`config.mk`:
```
export PLATFORM = sky130hd
export DESIGN_NAME = pipe_stage_buf_flat
export DESIGN_NICKNAME = d
export VERILOG_FILES = /design/src/rtl/pipe_stage_buf_if.sv /design/src/rtl/pipe_stage_buf.sv /design/src/flat_wrapper.sv
export SDC_FILE = /design/constraint.sdc
export NUM_CORES = 1
export LEC_CHECK = 0
export CAP_MARGIN = 15
export CORE_MARGIN = 2
export CORE_UTILIZATION = 25
export CTS_BUF_LIST = sky130_fd_sc_hd__clkbuf_8
export CTS_CLUSTER_SIZE = 20
export DETAILED_ROUTE_END_ITERATION = 6
export PLACE_DENSITY = 0.47
export SETUP_SLACK_MARGIN = 0.3
export SLEW_MARGIN = 40
export SYNTH_ARGS = -nofsm -noshare
export SYNTH_HDL_FRONTEND = slang
export SYNTH_SLANG_ARGS = --single-unit
```
`constraint.sdc`:
```
create_clock -name clk -period 5.9 [get_ports clk]
set_input_delay 1.475 -clock clk [delete_from_list [all_inputs] [get_ports clk]]
set_output_delay 1.475 -clock clk [all_outputs]
set_load 0.02 [all_outputs]
```
`src/rtl/pipe_stage_buf_if.sv`:
```
// Handshake and payload bundle between a pipeline stage buffer and its neighbours.
// The master side drives the upstream payload and downstream/flush control; the slave is the buffer.
interface pipe_stage_buf_if #(
    parameter int BUS_W = 64
);
    logic             in_valid;
    logic [BUS_W-1:0] in_bus;
    logic             this_allowin;
    logic             ready_go;
    logic             next_allowin;
    logic             out_valid;
    logic [BUS_W-1:0] out_bus;
    logic             flush;
    logic             stage_valid;
    logic [2:0]       occupancy;

    modport master (
        output in_valid, in_bus, ready_go, next_allowin, flush,
        input  this_allowin, out_valid, out_bus, stage_valid, occupancy
    );

    modport slave (
        input  in_valid, in_bus, ready_go, next_allowin, flush,
        output this_allowin, out_valid, out_bus, stage_valid, occupancy
    );
endinterface

```
`src/rtl/pipe_stage_buf.sv`:
```
// Pipeline stage buffer: a small circular FIFO (1..4 entries) with valid/allowin handshake,
// head-only ready_go qualification and a flush that cancels everything held.
module pipe_stage_buf #(
    parameter int BUS_W = 64,
    parameter int DEPTH = 1
) (
    input logic           clk,
    input logic           reset,
    pipe_stage_buf_if.slave bus
);
    localparam logic [1:0] LAST = 2'(DEPTH - 1);
    localparam logic [2:0] CAP  = 3'(DEPTH);

    // Storage is always four entries so the 2-bit pointers index it cleanly; only DEPTH are used.
    logic [BUS_W-1:0] mem [4];
    logic [1:0]       rd_ptr;
    logic [1:0]       wr_ptr;
    logic [2:0]       count;
    logic             held;
    logic             out_valid;
    logic             pop;
    logic             allowin;
    logic             push;

    function automatic logic [1:0] wrap_inc(input logic [1:0] p);
        return (p == LAST) ? 2'd0 : p + 2'd1;
    endfunction

    always_comb begin
        held      = (count != 3'd0);
        out_valid = held && bus.ready_go && !bus.flush;
        pop       = out_valid && bus.next_allowin;
        allowin   = (count < CAP) || pop || bus.flush;
        push      = bus.in_valid && allowin && !bus.flush;
    end

    assign bus.stage_valid  = held;
    assign bus.out_valid    = out_valid;
    assign bus.this_allowin = allowin;
    assign bus.occupancy    = count;
    assign bus.out_bus      = mem[rd_ptr];

    always_ff @(posedge clk) begin
        if (reset) begin
            count  <= 3'd0;
            rd_ptr <= 2'd0;
            wr_ptr <= 2'd0;
            for (int i = 0; i < 4; i++) begin
                mem[i] <= '0;
            end
        end else if (bus.flush) begin
            // Cancelled entries keep their stale data; only the bookkeeping is cleared.
            count  <= 3'd0;
            rd_ptr <= 2'd0;
            wr_ptr <= 2'd0;
        end else begin
            if (push) begin
                mem[wr_ptr] <= bus.in_bus;
                wr_ptr      <= wrap_inc(wr_ptr);
            end
            if (pop) begin
                rd_ptr <= wrap_inc(rd_ptr);
            end
            unique case ({push, pop})
                2'b10:   count <= count + 3'd1;
                2'b01:   count <= count - 3'd1;
                default: count <= count;
            endcase
        end
    end
endmodule

```
`src/flat_wrapper.sv`:
```
// flat-port wrapper written by rule: the top's interface ports become plain ports
module pipe_stage_buf_flat 
#(
    parameter int BUS_W = 64,
    parameter int DEPTH = 1
)
  (clk, reset, bus_in_valid, bus_in_bus, bus_ready_go, bus_next_allowin, bus_flush, bus_this_allowin, bus_out_valid, bus_out_bus, bus_stage_valid, bus_occupancy);
  pipe_stage_buf_if #(.BUS_W(BUS_W)) bus_i ();
  input logic clk;
  input logic reset;
  input wire logic [$bits(bus_i.in_valid)-1:0] bus_in_valid;
  input wire logic [$bits(bus_i.in_bus)-1:0] bus_in_bus;
  input wire logic [$bits(bus_i.ready_go)-1:0] bus_ready_go;
  input wire logic [$bits(bus_i.next_allowin)-1:0] bus_next_allowin;
  input wire logic [$bits(bus_i.flush)-1:0] bus_flush;
  output wire logic [$bits(bus_i.this_allowin)-1:0] bus_this_allowin;
  output wire logic [$bits(bus_i.out_valid)-1:0] bus_out_valid;
  output wire logic [$bits(bus_i.out_bus)-1:0] bus_out_bus;
  output wire logic [$bits(bus_i.stage_valid)-1:0] bus_stage_valid;
  output wire logic [$bits(bus_i.occupancy)-1:0] bus_occupancy;
  assign bus_i.in_valid = bus_in_valid;
  assign bus_i.in_bus = bus_in_bus;
  assign bus_i.ready_go = bus_ready_go;
  assign bus_i.next_allowin = bus_next_allowin;
  assign bus_i.flush = bus_flush;
  assign bus_this_allowin = bus_i.this_allowin;
  assign bus_out_valid = bus_i.out_valid;
  assign bus_out_bus = bus_i.out_bus;
  assign bus_stage_valid = bus_i.stage_valid;
  assign bus_occupancy = bus_i.occupancy;
  pipe_stage_buf #(.BUS_W(BUS_W), .DEPTH(DEPTH)) u_core (.clk(clk), .reset(reset), .bus(bus_i));
endmodule
```
---- Word level (Yosys, flattened, before mapping) ----
Memories as Yosys holds them, arrays and structs flattened. A register that Yosys moved wholly into a read port is not among the register bits.
Cells that the tools add are included.
storage, ports and cells
  flip-flop bits (word level) ............. 7
  bits in writable memories ............... 256
  output and inout port bits .............. 70
  memories ................................ 1
memory list
  memory      words  bits a word  rd ports  clocked after Yosys merged registers in  wr ports  line                  source
  u_core.mem  4      64           1         1                                        4         pipe_stage_buf.sv:15  logic [BUS_W-1:0] mem [4];
cells by class
  $add $sub $neg .......................... 4
  order comparisons ....................... 1
  eq/ne operators ......................... 2
  mux-type cells .......................... 14
  reductions and logical operators ........ 14
operators with widths
  cell                   number
  $mux W64               1
  $reduce_or A64 Y1      1
  $mux W2                5
  $mux W1                7
  $pmux W3 S2            1
  $logic_and A1 B1 Y1    5
  $add A2 B1 Y2 const B  2
  $logic_not A2 Y1       2
  $add A3 B1 Y3 const B  1
  $lt A3 B1 Y1 const B   1
  $reduce_bool A3 Y1     1
  $sub A3 B1 Y3 const B  1
  $eq A2 B1 Y1 const B   1
  $eq A2 B2 Y1 const B   1
  $logic_or A1 B1 Y1     2
  $reduce_bool A2 Y1     1
  $reduce_or A2 Y1       1
  $logic_not A1 Y1       1

---- Logic depth before layout (Yosys ltp) ----
Gate-level depths: netlist of run 1.
  depth in word-level cells ............... 14
  mapped depth ............................ 10

---- Worst setup path before layout of run 1 ----
OpenSTA, ideal clock, no wires.
  kind .................................... input -> register
  start ................................... input port bus_flush
  end ..................................... memory u_core.mem[1][0], enable pin
  setup time .............................. 0.499 ns
  arrival ................................. 5.076 ns
  required time ........................... 5.401 ns
  slack ................................... 0.325 ns
  stages .................................. 5
  path through ............................ nand2b_1 buf_2 nor2_1 inv_1 o21bai_1
RTL lines
  element             line                  source
  start: declaration  flat_wrapper.sv:15    input wire logic [$bits(bus_i.flush)-1:0] bus_flush;
  end: declaration    pipe_stage_buf.sv:15

---- Worst setup path after layout of run 1 ----
  start ................................... input port bus_flush
  end ..................................... output port bus_this_allowin
between the ends
  longest elaborated chain between the ends .. 5
ends and longest elaborated chain
  element                 line                  source
  $logic_not A1 Y1        pipe_stage_buf.sv:31  out_valid = held && bus.ready_go && !bus.flush;
  $logic_and A1 B1 Y1     pipe_stage_buf.sv:31
  $logic_and A1 B1 Y1     pipe_stage_buf.sv:32  pop = out_valid && bus.next_allowin;
  $logic_or A1 B1 Y1      pipe_stage_buf.sv:33  allowin = (count < CAP) || pop || bus.flush;
  $logic_or A1 B1 Y1 (*)  pipe_stage_buf.sv:33
  end: declaration        flat_wrapper.sv:16    output wire logic [$bits(bus_i.this_allowin)-1:0] bus_this_allowin;
Mark *: on every way between the ends. The rest lies on a longest branch, timed or not.

==> run summary, run 1 <==
For this run, global-route usage on met3 was measured as 3.44%. The post-CTS clock slew at the launch and capture registers of the worst setup and hold paths is 0.06 ns. The critical path is of the in2out type. The layer flagged by global routing as most heavily used is met2. After synthesis the netlist holds a flip-flop and latch count of 265.

By area, the combinational part of the netlist is dominated by simple AND/OR/NAND/NOR gates. The floorplan step set the die height to 219 um. Entering global routing, the biggest net connects 44 pins. Between clock sinks in the finished design, the worst skew comes to 0.0177 ns. The cell count of the worst hold path was 2; the floorplan die width was 219 um. In the final design database the tool counted 924 nets. Largest area contributor in the synthesized netlist: edfxtp_1.

The share of the synthesized area in the top cell type came out at 66.8%. Area enclosed by the die boundary: 47800 sq um. After synthesis, the mean cell area works out to 16.9 sq um. Yosys attributes the largest share of cell area to edfxtp_1 67%, and2_1 13%, mux4_2 13%. The aggregate global-route resource usage was 12.7%. The number of cells traversed by the worst register-to-register path is 7, and the met1 usage in global routing is 15.4%. Area share of xor/xnor cells in the synthesized design: 0.152%. The flow ran to the end, and the final reports show no timing, DRC or antenna violations. The run gives 32 as the number of different library cells in the post-synthesis netlist. Pin slew with the least headroom to its limit: 0.758 ns. The area added between synthesis and finish is 26.9%.

The share of the synthesized area in compound gates (AO/OA/AOI/OAI) is 0.870%, and the number of global-route vias before repair is 7034. In this run the worst path has a maximum fanout of 6. The detailed router's first-iteration violation count is 329, and the simple-gate area share of the yosys netlist is 15.6%. The total setup buffers inserted after CTS was 0. During synthesis, Yosys emitted a total of 0 warnings. After synthesis, flip-flops and latches occupy 68.3% of the total area. The remaining global-route overflow was 0.

Summed over all layers, the routed wires come to 29200 um. The count of final hold-check violations was 0. The tools report the top-level I/O count as 140.

The arithmetic-cell share of the synthesized area counting full adders, half adders and majority gates is 0.652%. STA classifies the critical path endpoint as an output pin. After floorplanning, the core was divided into 78 placement rows.

Final HPWL from detailed placement: 17300 um. For met2 alone, demand over resource in global routing was 22.1%. Summed over all failing endpoints, the final setup total negative slack is 0 ns. Fill cells in the final layout number 4492. The wire length of the first global-routing pass is 44100 um, and the routed via count divided by cell count is 4.23. The tools report the starting density of the core as 25.4%. TritonCTS built the clock tree. No sink is reached through more buffers than the 3 on the longest clock path. CTS built an H-tree with a depth of 2. The final critical path takes up 79.2% of the cycle.

The number of buffers created by CTS is 48. Total power: 4.07 mW. For the number of endpoints failing setup at the final stage, the log shows 0. At the end of routability-driven placement, the weighted congestion stood at 0.662.

Setup repair after global routing left no endpoint under its margin. At the later pin of the worst-skew pair, clock insertion delay measures 0.60 ns. In this run the tool buffered the top-level ports with 139 buffer cells. The initial antenna violation count was 3. Synthesis produced a netlist whose cell count is 680. For this run, design rule violations remaining after detail routing come to 0.

The repair_antennas step left the layout with diodes totalling 0. Number of clock sinks seen by CTS: 265. The number of hold buffers added after CTS was 0. The cell area that synthesis handed to floorplanning was 11500 sq um.

The root buffer cell is clkbuf_8. In this run the remaining antenna-violating nets after routing total 0. The class of the most critical hold timing path is reg2reg.

The data arrival at the endpoint of the critical path came out at 3.20 ns. After clock tree synthesis, the repair step resized 0 gates. The worst setup path is launched from an input pin. The number of nets handed over by synthesis was 756.

Max-slew violation count: 0. The region available for standard cell placement spans 45400 sq um. The number of max-cap violations was 0; the leakage power was 5.12 nW. The logs give 7 for the total iterations of the first detailed-routing run and 6284 for the overall via count from detail_route. Measured against its own limit, the worst slew margin works out to 49.5%. The multiplexer fraction of the synthesized cell area is 12.7%. The time the final worst path needs with I/O delays and setup was 4.67 ns; the areal power density over the cells was 278 nW/um^2. VDD sags by at most 115 uV.

The wire length per cell works out to 19.7 um. Based on the critical path, the design can be clocked at up to 214 MHz. The run gives 4.43 ns as the critical path required time.

The layout cell share with drive strength beyond 1 was 18.3%.
-- where the power goes --
part           switching, mW  internal, mW
Clock                  0.762         0.783
Combinational          0.179         0.158
Sequential            0.0242          2.16
-- synthesized netlist by cell type --
| library cell | instances |
|---|---|
| ha_1 | 6 |
| edfxtp_1 | 256 |
| a211oi_1 | 2 |
| a31o_2 | 3 |
| buf_2 | 8 |
| clkbuf_2 | 6 |
| o21ai_0 | 2 |
| a31oi_4 | 1 |
| dfxtp_1 | 9 |
| nor2_1 | 10 |
| clkbuf_1 | 27 |
| buf_1 | 1 |
| a21o_1 | 1 |
| and3_1 | 18 |
| o21bai_1 | 1 |
| mux2i_1 | 2 |
| nand2_1 | 2 |
| and2_1 | 238 |
| inv_1 | 5 |
| nand2b_2 | 1 |
| nand2b_1 | 2 |
| and4b_1 | 1 |
| nor4_1 | 1 |
| nor4_4 | 2 |
| xor2_1 | 2 |
| or2_2 | 2 |
| o211ai_1 | 1 |
| a21oi_1 | 1 |
| mux4_2 | 64 |
| or3_1 | 2 |
| nor4b_4 | 1 |
| nor3_2 | 2 |
-- critical path: stages --
cell and delay, ns:
clkdlybuf4s50_1 0.55, and4b_1 0.28, or3_1 0.35, clkdlybuf4s50_1 0.54
-- layer usage --
| metal | up-vias | part of all wire (%) |
|---|---|---|
| li1 | 2885 | - |
| met1 | 3182 | 42 |
| met2 | 164 | 51 |
| met3 | 49 | 5.6 |
| met4 | 4 | 1.8 |
| met5 | - | 0.099 |
-- metrics by stage --
stage	cell area, sq um	instances	utilization [%]	setup WS (ns)	hold slack (ns)
after floorplan	11500	680	-	0.325	0.485
after global placement	13700	1394	30.2	1.23	0.493
after detailed placement	13800	1397	30.3	1.23	0.501
after CTS	14600	1485	32.2	1.22	0.514
after global routing	14600	1486	32.2	1.16	0.564
final	14600	1486	32.2	1.23	0.518
-- registers in the layout (all words and copies together), names as in the netlist, named ones only --
name	cells
u_core.mem	256
u_core.rd_ptr	2
u_core.bus.occupancy	3
u_core.wr_ptr	2
-- cell families after synthesis --
| kind of cell | after synthesis |
|---|---|
| adders and majority gates | 6 |
| AOI/OAI and AO/OA | 12 |
| buffers and inverters | 47 |
| DFF | 265 |
| and+or+nand+nor | 282 |
| muxes | 66 |
| xor gates and xnor gates | 2 |
-- worst paths after layout --
| kind | from | endpoint | slack (ns) |
|---|---|---|---|
| setup / recovery | bus_flush | bus_this_allowin | 1.23 |
| hold / removal | u_core.rd_ptr[1] | flop | 0.52 |
| setup reg to reg | u_core.bus.occupancy[0] | u_core.mem[0][24] | 3.09 |
| hold reg to reg | u_core.rd_ptr[1] | flop | 0.52 |
-- final cells by class --
type	count	area (sq um)	share of cell area [%]
tap	600	751	5.14
inverter	5	18.8	0.128
sequential	265	7880	53.9
clock inverter	38	159	1.09
timing repair buffer	160	1610	11.0
clock buffer	50	688	4.71
multi-input combinational	368	3510	24.0
-- placed cells by master (no fill, tap or decap), types with 5 or more instances in the layout --
| master | netlist | routed |
|---|---|---|
| inv_1 | 5 | 26 |
| buf_12 | 0 | 5 |
| and3_1 | 18 | 18 |
| buf_4 | 0 | 16 |
| dfxtp_1 | 9 | 7 |
| nor2_1 | 10 | 8 |
| edfxtp_1 | 256 | 256 |
| clkdlybuf4s50_1 | 0 | 139 |
| clkinv_2 | 0 | 7 |
| mux4_2 | 64 | 64 |
| and2_1 | 238 | 238 |
| ha_1 | 6 | 6 |
| clkinv_1 | 0 | 8 |
| clkbuf_8 | 0 | 50 |
Note: power is estimated with default switching activity, not from simulation.
==> run 2: changes to the inputs <==
clock period = 4.2 ns   (was 5.9 ns; I/O delays follow)
==> run summary, run 2 (synthesized netlist as in run 1, its figures left out) <==
DRC violation count after routing: 0 (unchanged). The class of the most critical hold timing path is reg2reg. For the max-slew violation count, the log shows 0 (unchanged). The placeable core region came out at 45400 sq um (unchanged). The top-level I/O count was 140 (unchanged). The overall via count from detail_route is 6309 (+0.40%). The run gives 182 uV (+58%) as the largest voltage drop on the vdd net. The final cycle utilization of the critical path was 87.1%. The setup TNS after final layout came out at 0 ns (unchanged). The clock insertion delay at the later pin of the skew report was 0.59 ns (about the same); the number of nets still failing antenna checks after routing was 0 (unchanged). The detailed router's first-iteration violation count came out at 299 (-9.1%). The number of buffers created by CTS is 51 (+6.3%). The routed via count divided by cell count came out at 4.24 (+0.20%). The signal on the critical path passes through buf_4 -> mux4_2 -> clkdlybuf4s50_1. The wire length per cell came out at 19.8 um (+0.56%).

Counting flops per register, the top entry is u_core.mem. Root buffer cell: clkbuf_8. For the internal power consumption, the log shows 4.44 mW (+43%).

The tools report the count of final hold-check violations as 0 (unchanged). The type of element capturing the critical path is an output pin. The smallest clock period supported by the final layout is computed as 3.66 ns. In the layout the commonest cells are 256 x edfxtp_1, 238 x and2_1, 138 x clkdlybuf4s50_1. The flow ran to the end, and the final reports show no timing, DRC or antenna violations. The aggregate global-route resource usage is 12.7% (+0.055 points). The run gives 931 (+0.76%) as the total number of nets in the final design. The floorplan die width is 219 um (unchanged), and the number of clock sinks seen by CTS is 265 (unchanged). Setup repair after global routing left no endpoint under its margin.

The fraction of power spent switching nets works out to 23.5% (-0.24 points). The data arrival at the endpoint of the critical path was 2.61 ns (-0.59 ns). The buffering stage count on the worst path with inverters included is 2 (unchanged), and the pin slew with the least headroom to its limit is 0.677 ns (-0.0816 ns). The tools report the highest clock rate as 273 MHz. The die height came out at 219 um (unchanged). The logs give 43 (-2.3%) for the largest net degree at the start of global routing and 3.15 ns (-1.28 ns) for the critical path required time. The logs give 8.2% (about the same) for the power share of the combinational group and 3 (unchanged) for the initial antenna violation count.

The number of max-cap violations is 0 (unchanged). The total iterations of the first detailed-routing run was 4 (-3); the portion of total power attributed to sequential cells was 52.9% (-0.8 points). The clock tree skew after final layout was 0.0102 ns (-0.00754 ns); the slack of the worst reg-to-reg path was 1.55 ns (-1.54 ns). The starting density of the core was 25.4% (unchanged). The number of endpoints failing setup at the final stage is 0 (unchanged), and the flip-flop count of the largest register, all copies and words added is 256 (unchanged). The run gives 7072 (+0.54%) as the number of global-route vias before repair. The areal power density over the cells came out at 394 nW/um^2 (+41%). The leakage power is 5.17 nW (+0.96%), and the layout cell share with drive strength beyond 1 is 18.5% (+0.18 points).

The placer congestion estimate came out at 0.689 (+4.1%). The area enclosed by the die boundary is 47800 sq um (unchanged), and the remaining global-route overflow is 0 (unchanged). The final critical-path setup slack is 0.543 ns (-0.685 ns), and the standard-cell row count is 78 (unchanged).

The area growth from synthesis to layout is 28.1%. The run gives 44500 um (+0.75%) as the wire length of the first global-routing pass. For the number of H-tree levels, the log shows 2 (unchanged). The tools report the startpoint type of the worst setup path as a flop.

The hold buffer count at cts is 0 (unchanged), and the net load switching power is 1.36 mW (+41%). The tools report the number of buffers on the longest clock path as 3 (unchanged). The tools report the total detailed-routing wirelength as 29400 um (+0.77%). The tools report the clock network power share as 38.9% (+0.9 points). The worst slew slack as a fraction of its limit was 54.9% (+5.4 points). The critical path's slowest cell is dfxtp_4. TritonCTS built the clock tree. Post-placement setup slack: 0.357 ns (-0.870 ns).

The post-CTS clock slew at the launch and capture registers of the worst setup and hold paths works out to 0.05 ns (about the same). The highest net fanout along the worst path came out at 35 (+29). The critical path is of the reg2out type. Critical path's largest stage delay: 0.77 ns (+0.22 ns). The tools report the final HPWL from detailed placement as 16700 um (-3.2%). In this design, the largest share of critical-path delay is due to buffers and inverters.

The most frequent standard cell in the layout excluding fill and tap cells is edfxtp_1. The port buffer count came out at 139 (unchanged).
run 2: cell types whose count changed in the layout (fill, tap and decap cells not counted), moves of 2 or more:
| cell | previous run | this run |
|---|---|---|
| inv_1 | 26 | 24 |
| nor2_2 | 0 | 2 |
| clkinv_1 | 8 | 10 |
| buf_4 | 16 | 14 |
| buf_12 | 5 | 10 |
| nor2_4 | 2 | 0 |
| clkinv_2 | 7 | 3 |
run 2: worst paths after layout:
kind | from | endpoint | cells after the start
setup reg to reg | u_core.bus.occupancy[0] | u_core.mem[1][47] | 8
setup / recovery | flop | bus_out_bus[40] | 3
hold reg to reg | u_core.rd_ptr[1] | flop | 2
hold / removal | u_core.rd_ptr[1] | flop | 2
run 2: worst min-delay path, stage by stage, from the launching register on:
cell and delay [ns]:
dfxtp_1 0.31, nor2_1 0.10, a211oi_1 0.06
run 2: final cells by class:
cell class	count	area [sq um]
Clock buffer	51	702
Fill cell	4508	30600
Antenna cell	1	2.50
Timing Repair Buffer	164	1730
Sequential cell	265	7880
Multi-Input combinational cell	368	3500
Inverter	5	18.8
Clock inverter	35	169
Tap cell	600	751
run 2: power by group through the flow:
stage	Clock (mW)	Sequential, mW	Combinational (mW)
finish	2.26	3.07	0.478
global route	2.48	3.08	0.516
CTS	2.38	3.07	0.494
detailed placement	0	3.13	0.492
global placement	0	3.12	0.492
floorplan	0	3.12	0.215
run 2: per-stage QoR:
| stage | hold slack, ns | area [sq um] | power, mW | utilization (%) | instances |
|---|---|---|---|---|---|
| after floorplan | 0.485 | 11500 | 3.33 | - | 680 |
| after global placement | 0.498 | 13800 | 3.61 | 30.5 | 1401 |
| after detailed placement | 0.501 | 13800 | 3.62 | 30.5 | 1401 |
| after CTS | 0.512 | 14700 | 5.94 | 32.5 | 1488 |
| after global routing | 0.579 | 14700 | 6.08 | 32.5 | 1488 |
| final | 0.504 | 14700 | 5.81 | 32.5 | 1489 |
run 2: timing repair:
action                     CTS  global route
pin swaps                    0             0
setup endpoints to repair   13             1
buffers inserted             1             0
resized for setup            0             1
run 2: layer usage:
layer,part of all wire (%),routed length [um],up-vias,track usage (%)
met5,0,0,-,0
met4,2.2,638,0,4.76
li1,-,-,2896,-
met2,51,15000,153,22.0
met1,41,12100,3207,15.1
met3,5.7,1680,53,3.38
==> run 3: changes to the inputs <==
SKIP_CTS_REPAIR_TIMING = 1   (was not set)
==> run summary, run 3 (synthesized netlist as in run 1, its figures left out) <==
The flow ran to the end, and the final reports show no timing, DRC or antenna violations. The endpoint identified for the worst register-to-register timing path is u_core.mem[1][47]. The areal power density over the cells works out to 394 nW/um^2 (about the same). The run gives 15000 um (-0.27%) as the met2 layer wire length in the routed design.

The leakage power was 5.17 nW (unchanged); the buffering stage count on the worst path with inverters included was 2 (unchanged). Critical path's slowest cell: dfxtp_4. The largest net degree at the start of global routing was 43 (unchanged).

The tools report the number of buffers on the longest clock path as 3 (unchanged). The startpoint identified for the worst hold timing path is u_core.rd_ptr[1]. The logs give 1.55 ns (about the same) for the slack of the worst reg-to-reg path and 54.9% (about the same) for the worst slew slack as a fraction of its limit. The tree is rooted in a clkbuf_8. The number of global-route vias before repair was 7065 (-0.099%). The number of cells traversed by the worst register-to-register path came out at 8 (unchanged).

The cell type group with the largest total delay on the critical path is buffers and inverters. The tools report the top-level I/O count as 140 (unchanged). Register containing the most flip-flops in the final layout: u_core.mem. The pin slew with the least headroom to its limit is 0.676 ns (-0.000705 ns), and the max-slew violation count is 0 (unchanged). The tools report the initial antenna violation count as 3 (unchanged).

For the total iterations of the first detailed-routing run, the log shows 4 (unchanged). The signal on the critical path passes through buf_4 -> mux4_2 -> clkdlybuf4s50_1. Standard-cell row count: 78 (unchanged). The detailed router's first-iteration violation count is 315 (+5.4%), and the final cycle utilization of the critical path is 87.1% (about the same). The run gives 29400 um (-0.16%) as the total detailed-routing wirelength. The tools report the routed length on met3 as 1670 um (-0.18%). Number of nets still failing antenna checks after routing: 0 (unchanged). The critical path start-end classification was reg2out.

The cell count of the worst hold path is 2 (unchanged), and the wire length the detailed router placed on met1 is 12100 um (about the same). The critical path's largest stage delay was 0.77 ns (about the same); the setup TNS after final layout was 0 ns (unchanged). The critical path required time came out at 3.15 ns (about the same).

The number of H-tree levels was 2 (unchanged); the final critical-path setup slack was 0.540 ns (-0.00284 ns). The logs give 0 (unchanged) for the number of endpoints failing setup at the final stage and 0 (unchanged) for the DRC violation count after routing. The run gives 181 uV (-0.36%) as the largest voltage drop on the vdd net. Highest clock rate: 273 MHz (about the same). Leaving out fill and tap cells, the most frequent cell in the layout is edfxtp_1.

The run gives 0 (unchanged) as the number of max-cap violations. Post-route cell area: 14700 sq um (about the same). The time the final worst path needs with I/O delays and setup came out at 3.66 ns (+0.00284 ns). The uppermost layer routed is met4. The count of final hold-check violations was 0 (unchanged); the number of clock sinks seen by CTS was 265 (unchanged). The layout cell share with drive strength beyond 1 is 18.5% (unchanged).

TritonCTS built the clock tree. In this run the critical register-to-register path is launched from u_core.bus.occupancy[0]. The placer congestion estimate was 0.689 (unchanged).

The utilization after layout is 32.5% (about the same). The cell area after placement was 13800 sq um (unchanged). The wire length of the first global-routing pass is 44300 um (-0.39%). In this run the worst hold path is classified as reg2reg. The overall via count from detail_route was 6307 (-0.032%); the clock insertion delay at the later pin of the skew report was 0.59 ns (about the same). Setup repair after global routing left no endpoint under its margin. The port buffer count is 139 (unchanged), and the remaining global-route overflow is 0 (unchanged).

The post-placement setup slack was 0.357 ns (unchanged); the wire length per cell was 19.7 um (-0.23%). For the data arrival at the endpoint of the critical path, the log shows 2.61 ns (about the same). The floorplan die width is 219 um (unchanged). The clock tree skew after final layout is 0.0105 ns (+0.000291 ns), and the area added between synthesis and finish is 28.1% (about the same). The flip-flop count of the largest register, all copies and words added was 256 (unchanged); the aggregate global-route resource usage was 12.7% (-0.069 points).

The die height is 219 um (unchanged). The top cell types in the final layout, fill and taps aside, are 256 x edfxtp_1, 238 x and2_1, 138 x clkdlybuf4s50_1. Total number of nets in the final design: 931 (unchanged). The area enclosed by the die boundary is 47800 sq um (unchanged). The worst setup path is launched from a flop.

The routed via count divided by cell count was 4.23 (about the same). The type of element capturing the critical path is an output pin. For the starting density of the core, the log shows 25.4% (unchanged). The number of buffers created by CTS was 51 (unchanged). The highest net fanout along the worst path is 35 (unchanged). The placeable core region was 45400 sq um (unchanged); the post-CTS clock slew at the launch and capture registers of the worst setup and hold paths was 0.05 ns (about the same). The run gives 16700 um (unchanged) as the final HPWL from detailed placement.
[run 3: layer usage]
layer	up-vias	GRT usage, %
met5	-	0
met4	0	4.76
met3	53	3.38
met2	152	21.8
met1	3205	15.1
li1	2897	-
[run 3: worst register-to-register path, stage by stage, from the launching register on]
cell	delay, ns
dfxtp_1	0.43
inv_1	0.09
ha_1	0.21
nand2b_2	0.12
a31oi_4	0.21
nor2_1	0.36
inv_1	0.21
o21bai_4	0.21
buf_4	0.42
[run 3: area by class of cell]
class	count	area [sq um]
Multi-Input combinational cell	368	3500
Clock buffer	51	702
Sequential cell	265	7880
Clock inverter	35	169
Timing Repair Buffer	164	1730
Inverter	5	18.8
Antenna cell	2	5.00
Tap cell	600	751
Fill cell	4505	30600
[run 3: report_power, final]
part	switching, mW	internal (mW)
Clock	1.08	1.18
Combinational	0.248	0.229
Sequential	0.0335	3.04
Total	1.36	4.44
[run 3: metrics by stage]
stage / cells / hold slack, ns / power, mW
finish: 1490 / 0.504 / 5.80
global route: 1488 / 0.579 / 6.08
CTS: 1487 / 0.512 / 5.94
detailed placement: 1401 / 0.501 / 3.62
global placement: 1401 / 0.498 / 3.61
floorplan: 680 / 0.485 / 3.33
[run 3: worst max path at each step]
stage	startpoint	end	slack (ns)	cells past startpoint
3_3_place_gp	bus_flush	bus_this_allowin	0.37	4
6_report	flop	bus_out_bus[37]	0.54	3
3_5_place_dp	bus_flush	bus_this_allowin	0.36	4
4_1_cts	flop	bus_out_bus[51]	0.28	3
5_1_grt	flop	bus_out_bus[55]	0.41	3
2_1_floorplan	bus_flush	u_core.mem[1][0]	0.40	5
